## src/rtl/instr_ctrl.sv

```systemverilog
// Instruction sequencer: latches a 16-bit instruction and walks a Moore FSM that
// drives register-file selects/write enable and datapath load/select strobes.
module instr_ctrl (
    input  logic        clk,
    input  logic        reset,
    input  logic [15:0] in,
    input  logic        load,
    input  logic        s,
    output logic        w,
    output logic [2:0]  readnum,
    output logic [2:0]  writenum,
    output logic        write,
    output logic        loada,
    output logic        loadb,
    output logic        loadc,
    output logic        loads,
    output logic        asel,
    output logic        bsel,
    output logic [1:0]  vsel,
    output logic [1:0]  ALUop,
    output logic [1:0]  shift,
    output logic [15:0] sximm8,
    output logic [15:0] sximm5
);

    typedef enum logic [2:0] {
        StWait,
        StDecode,
        StWimm,
        StGetA,
        StGetB,
        StExec,
        StWreg
    } state_t;

    state_t      r_state;
    state_t      w_next;
    logic [15:0] r_ir;

    logic [2:0]  w_opcode;
    logic [1:0]  w_op;
    logic [2:0]  w_rn;
    logic [2:0]  w_rd;
    logic [2:0]  w_rm;
    logic        w_is_mov;
    logic        w_is_alu;
    logic        w_mov_imm;
    logic        w_mov_reg;
    logic        w_mvn;
    logic        w_cmp;
    logic        w_two_src;

    assign w_opcode  = r_ir[15:13];
    assign w_op      = r_ir[12:11];
    assign w_rn      = r_ir[10:8];
    assign w_rd      = r_ir[7:5];
    assign w_rm      = r_ir[2:0];

    assign w_is_mov  = (w_opcode == 3'b110);
    assign w_is_alu  = (w_opcode == 3'b101);
    assign w_mov_imm = w_is_mov && (w_op == 2'b10);
    assign w_mov_reg = w_is_mov && (w_op == 2'b00);
    assign w_mvn     = w_is_alu && (w_op == 2'b11);
    assign w_cmp     = w_is_alu && (w_op == 2'b01);
    // ADD, CMP and AND read both Rn and Rm; MVN only reads Rm
    assign w_two_src = w_is_alu && (w_op != 2'b11);

    assign sximm8 = {{8{r_ir[7]}}, r_ir[7:0]};
    assign sximm5 = {{11{r_ir[4]}}, r_ir[4:0]};
    assign ALUop  = w_is_mov ? 2'b00 : w_op;
    assign shift  = w_mov_imm ? 2'b00 : r_ir[4:3];

    always_ff @(posedge clk) begin
        if (reset) begin
            r_state <= StWait;
            r_ir    <= 16'h0000;
        end else begin
            r_state <= w_next;
            if ((r_state == StWait) && load) begin
                r_ir <= in;
            end
        end
    end

    always_comb begin
        w_next = r_state;
        unique case (r_state)
            StWait: begin
                if (s) w_next = StDecode;
            end
            StDecode: begin
                if (w_mov_imm)                 w_next = StWimm;
                else if (w_mov_reg || w_mvn)   w_next = StGetB;
                else if (w_two_src)            w_next = StGetA;
                else                           w_next = StWait;
            end
            StWimm:  w_next = StWait;
            StGetA:  w_next = StGetB;
            StGetB:  w_next = StExec;
            StExec:  w_next = w_cmp ? StWait : StWreg;
            StWreg:  w_next = StWait;
            default: w_next = StWait;
        endcase
    end

    always_comb begin
        w        = 1'b0;
        readnum  = 3'b000;
        writenum = 3'b000;
        write    = 1'b0;
        loada    = 1'b0;
        loadb    = 1'b0;
        loadc    = 1'b0;
        loads    = 1'b0;
        asel     = 1'b0;
        bsel     = 1'b0;
        vsel     = 2'b00;
        unique case (r_state)
            StWait: w = 1'b1;
            StDecode: ;
            StWimm: begin
                writenum = w_rn;
                write    = 1'b1;
                vsel     = 2'b01;
            end
            StGetA: begin
                readnum = w_rn;
                loada   = 1'b1;
            end
            StGetB: begin
                readnum = w_rm;
                loadb   = 1'b1;
            end
            StExec: begin
                asel = w_mov_reg || w_mvn;
                if (w_cmp) loads = 1'b1;
                else       loadc = 1'b1;
            end
            StWreg: begin
                writenum = w_rd;
                write    = 1'b1;
            end
            default: ;
        endcase
        // Reset must suppress any in-flight write or load before the state clears
        if (reset) begin
            write = 1'b0;
            loada = 1'b0;
            loadb = 1'b0;
            loadc = 1'b0;
            loads = 1'b0;
        end
    end

endmodule

```

## config.mk

```make
export PLATFORM = sky130hd
export DESIGN_NAME = instr_ctrl
export DESIGN_NICKNAME = d
export VERILOG_FILES = /design/src/rtl/instr_ctrl.sv
export SDC_FILE = /design/constraint.sdc
export NUM_CORES = 1
export LEC_CHECK = 0
export BUFFER_PORTS_ARGS = -buffer_cell sky130_fd_sc_hd__buf_2
export CAP_MARGIN = 15
export CORE_ASPECT_RATIO = 1.2
export CORE_UTILIZATION = 40
export CTS_CLUSTER_SIZE = 24
export DETAILED_ROUTE_END_ITERATION = 8
export PLACE_DENSITY = 0.74
export SYNTH_ARGS = -nofsm -noshare
export SYNTH_HDL_FRONTEND = slang
export SYNTH_SLANG_ARGS = --single-unit
```

## constraint.sdc

```tcl
create_clock -name clk -period 3.1 [get_ports clk]
set_clock_uncertainty 0.2 [all_clocks]
set_input_delay 0 -clock clk [delete_from_list [all_inputs] [get_ports clk]]
set_output_delay 0 -clock clk [all_outputs]
set_load 0.02 [all_outputs]
```

# Word-level counts from Yosys, hierarchy flattened

Cells that the tools add are included.
Widths: inputs -> output; s select.

Flip-flop bits (word level): 19
Latch bits: 0
Bits in writable memories: 0
Bits in read-only memories: 0
Logic and storage cells: 50
Memories kept: 0

Add/subtract/negate cells: 0
Multiply operators: 0
Divide/modulo/power cells: 0
Magnitude comparators: 0
Equality and inequality tests: 13
Shifts and indexed selects: 0
Muxes and demuxes: 25
Bitwise logic cells: 0
Reductions and logical operators: 10

Operators by type and width:

| cell               | number |
|---|---|
| $eq 3x3->1 const B | 5 |
| $mux 1             | 15 |
| $pmux 3 s5         | 1 |
| $mux 3             | 4 |
| $pmux 3 s2         | 2 |
| $eq 3x2->1 const B | 2 |
| $logic_and 1x1->1  | 6 |
| $mux 2             | 3 |
| $eq 2x2->1 const B | 2 |
| $ne 2x2->1 const B | 2 |
| $eq 3x1->1 const B | 1 |
| $logic_not 3->1    | 1 |
| $eq 2x1->1 const B | 1 |
| $logic_not 2->1    | 1 |
| $reduce_or 2->1    | 1 |
| $logic_or 1x1->1   | 1 |

# Depth between registers and ports, before layout

Word-level depth: 6
Mapped depth: 5
Mapped depth without buffers: 3

# Worst setup path before layout

Ideal clock, no wire load.

Path type: flip-flop to output port
Start: reg r_ir[11]
End: out asel
Arrival time: 1495 ps
Required time: 2900 ps
Slack: 1405 ps
Stages on the path, launching flop included: 4
Cells stage by stage: dfxtp_1 > nor4b_1 > o21ai_0 > nor4b_1

Word-level cells in the longest chain between the ends: 4
Elaborated cells on any way between the ends: 6
Those cells by class: eq/ne (1); mux (1); reduce/logical (4)

RTL lines:

| item                                                 | RTL line | source |
|---|---|---|
| start: declaration                                   | 38       | `logic [15:0] r_ir;` |
| start signal: assignment                             | 80       | `r_ir <= in;` |
| $eq 2x2->1 / $logic_not 2->1 (equally long branches) | 63, 62   |  |
| $logic_and 1x1->1 (on tied branches)                 | 63, 62   |  |
| $logic_or 1x1->1 *                                   | 135      | `asel = w_mov_reg \|\| w_mvn;` |
| $mux 1 *                                             | 118      | `unique case (r_state)` |
| end: declaration                                     | 17       | `output logic asel,` |

Every way passes the cells marked *; elsewhere a longest branch is shown, timed or not.

# Worst setup path after layout

Start: reg r_state[2]
End: reg r_ir[7]

Word-level cells in the longest chain between the ends: 2

RTL lines:

| item                     | RTL line | source |
|---|---|---|
| start: declaration       | 36       | `state_t r_state;` |
| start signal: assignment | 75       | `r_state <= StWait;` |
| start signal: assignment | 78       | `r_state <= w_next;` |
| $logic_not 3->1          | 79       | `if ((r_state == StWait) && load) begin` |
| $logic_and 1x1->1        | 79       |  |

Every way passes these cells.
A chain may end at the register's enable or synchronous reset.

==> flow_results.org <==
** Outcome
- The run finished with clean final reports.

** Global routing
- Antenna violations before repair :: 0
- Vias in the first global route :: 1264
- The first global-routing pass estimated 5600 um of wire.
- In the global route stage, overall resource usage came out at 0.222.
- Entering global routing, the biggest net connects 23 pins.
- Remaining global-route overflow :: 0

** Floorplanning
- Die Footprint :: 0.00335 mm^2
- 72 I/O pins were placed.
- The die is 53.0 um wide.
- For this configuration, the core starts out at a cell density of 0.432.
- Cell Rows :: 21
- Die height :: 63.2 um
- Area of the core :: 0.00289 mm^2

** Yosys
- Portion of the post-synthesis area used by sequential elements :: 0.305
- #FFs+latches synth :: 19
- Post-synth EDFFs :: 0
- Netlist area before placement :: 0.00125 mm^2
- In the synthesized netlist the async set-or-reset flop fraction comes to 0.
- Synthesized instance count :: 162
- Count of yosys warnings during synthesis :: 0
- After synthesis, the netlist uses 32 different library cells.
- Among all flip-flop cells after synthesis, the most frequent one is dfxtp_1.
- Syn avg cell area :: 7.71 um^2

** Drt
- Summing over every cut layer, the via total after detailed routing is 1378.
- Per-cell via count in the routed design :: 4.90
- First-iteration detailed-routing DRC count :: 40
- Summed over all layers, the routed wires come to 3530 um.
- In the final routed layout, each cell accounts on average for 12.6 um.
- The pre-antenna-repair detailed-routing pass consisted of 4 iterations.
- Remaining design rule violation count :: 0
- Once detail routing completed, the nets flagged for antenna violations numbered 0.

** Clock network
- CTS Sinks :: 19
- The clock reaches the later pin of the worst-skew pair after 0.30 ns.
- Maximum level of the CTS H-tree :: 1
- No sink is reached through more buffers than the 2 on the longest clock path.
- The tree is rooted in a clkbuf_4.
- Clock tree from TritonCTS :: built
- Clock-pin slew was measured on the worst setup and hold paths at 0.12 ns.
- In this run, CTS created clock tree buffers numbering 3.

** Placed design
- Detailed Place HPWL :: 1940 um
- Buffers placed on the I/O ports in this run total 69.
- Total instance count after detailed placement :: 224
- Instance area after placement :: 0.00134 mm^2
- The congestion estimate from routability-driven global placement came to 0.712.

** STA
- The number of pins with negative max-slew slack in the final report came to 0.
- Pin slew with the least headroom to its limit :: 0.614 ns
- Dividing the final minimum period by the clock period gives 0.873.
- Number of hold violations in the final report :: 0
- Derived from the worst setup path, the maximum achievable clock frequency is 0.370 GHz.
- Headroom to the max-slew limit came out at 0.590.
- TNS Setup :: 0 ns
- Setup repair after global routing left no endpoint under its margin.
- Setup violations remaining at the end of the flow were counted as 0.
- The worst path needs 2.71 ns of the cycle, external delays included.

** Cells and area
- 0 antenna diodes ended up in the layout.
- Final core utilization :: 0.656
- Layout cells sized above 1 :: 0.324
- Commonest non-fill, non-tap cell in the layout :: buf_2
- Final std cell area, no fill :: 0.00190 mm^2
- The layout has 252 filler cells.
- Final standard cell count with taps included and fillers excluded :: 281
- Total number of nets in the final design :: 268
- The library cells used most frequently in the layout, excluding fill and tap cells, are buf_2 (69), dlygate4sd3_1 (51), nand2_1 (36).
- Area delta synth->final :: 51.8%

** Setup path
- The worst setup path is launched from a flop.
- Critical path class :: flop to flop
- In this run the worst path has a maximum fanout of 16.
- Data arrives at the worst endpoint at 2.76 ns.
- Kind of capture point of the worst setup path :: flop
- Required time worst endpoint :: 3.15 ns
- Internal reg-to-reg setup slack :: 0.39 ns

** Pwr
- Peak supply drop :: 0.279 mV
- Leakage dissipation :: 0.935 nW
- Power density over the cells :: 319 mW/mm^2

** Job
- Max cap viols :: 0

** Min path
- HP Class :: flop to flop
-- kinds of logic (layout without fill, tap and decap cells) --
kind of cell           after synthesis  count (layout)  synth area share
and+or+nand+nor                     68              68             0.284
muxes                                3               3            0.0240
DFF                                 19              19             0.305
AOI/OAI and AO/OA                   28              28             0.143
buffers and inverters               43             127             0.241
other                                1               2           0.00300
-- repair_timing --
action                                  4_1_cts  5_1_grt
hold buffers                                 51        0
hold endpoints to repair                     18        0
gates resized for setup                       0        0
endpoints found under the setup margin        0       15
setup buffers                                 0        2
-- synth_stat cells, types with 2 or more instances --
| cell type | number | area, um^2 |
|---|---|---|
| nand2_1 | 36 | 135 |
| buf_4 | 34 | 255 |
| dfxtp_1 | 19 | 380 |
| a21oi_1 | 17 | 85.1 |
| nor2_1 | 10 | 37.5 |
| and2_1 | 4 | 25.0 |
| buf_2 | 4 | 20.0 |
| nor3_1 | 4 | 20.0 |
| a22o_1 | 3 | 26.3 |
| clkbuf_1 | 3 | 11.3 |
| mux2i_1 | 3 | 30.0 |
| nand2b_1 | 3 | 18.8 |
| nor4b_1 | 2 | 17.5 |
| o21ai_0 | 2 | 10.0 |
-- worst max-delay path: stages, from the launching register on --
cell and delay (ns):
dfxtp_1 0.52, nor4b_4 0.37, buf_4 0.22, nand2_1 0.07, dlygate4sd3_1 0.59, a21oi_1 0.12, dlygate4sd3_1 0.56
-- sequential cells by signal, summed over array words and instances (netlist names) --
signal	count
r_state	3
r_ir	16
-- metrics by stage --
step | power [mW] | setup WS (ns) | hold WS, ns
detailed placement | 0.420 | 1.21 | 0.0481
CTS | 0.599 | 0.196 | 0.437
floorplan | 0.411 | 1.41 | -0.131
global placement | 0.418 | 1.26 | 0.0444
global route | 0.638 | 0.294 | 0.484
finish | 0.604 | 0.394 | 0.438
-- path summary, 6_finish.rpt --
| check | from | endpoint | depth (start not counted) |
|---|---|---|---|
| max | r_state[2]$_SDFFE_PP0P_ | r_ir[7]$_SDFFE_PP0P_ | 6 |
| min | r_ir[15]$_SDFFE_PP0P_ | r_state[2]$_SDFFE_PP0P_ | 2 |
| max reg2reg | r_state[2]$_SDFFE_PP0P_ | r_ir[7]$_SDFFE_PP0P_ | 6 |
| min reg2reg | r_ir[15]$_SDFFE_PP0P_ | r_state[2]$_SDFFE_PP0P_ | 2 |
-- metal layers --
| layer | GRT usage | vias up | part of all wire |
|---|---|---|---|
| li1 | - | 683 | - |
| met4 | 0.0526 | 0 | 0.0074 |
| met1 | 0.244 | 629 | 0.39 |
| met3 | 0.0411 | 4 | 0.068 |
| met2 | 0.419 | 62 | 0.53 |
| met5 | 0 | - | 0 |
-- final cells by class --
class,count,area (um^2),share of cell area
Timing Repair Buffer,122,871,0.459
Multi-Input combinational cell,101,571,0.301
Sequential cell,19,380,0.201
Tap cell,34,42.5,0.0224
Clock buffer,3,22.5,0.0119
Clock inverter,1,5.00,0.00264
Inverter,1,3.75,0.00198
-- power by group --
group	internal [mW]	total [mW]	switching (mW)
Clock	0.0480	0.126	0.0784
Sequential	0.259	0.281	0.0222
Combinational	0.0999	0.197	0.0968
Note: power is estimated with default switching activity, not from simulation.
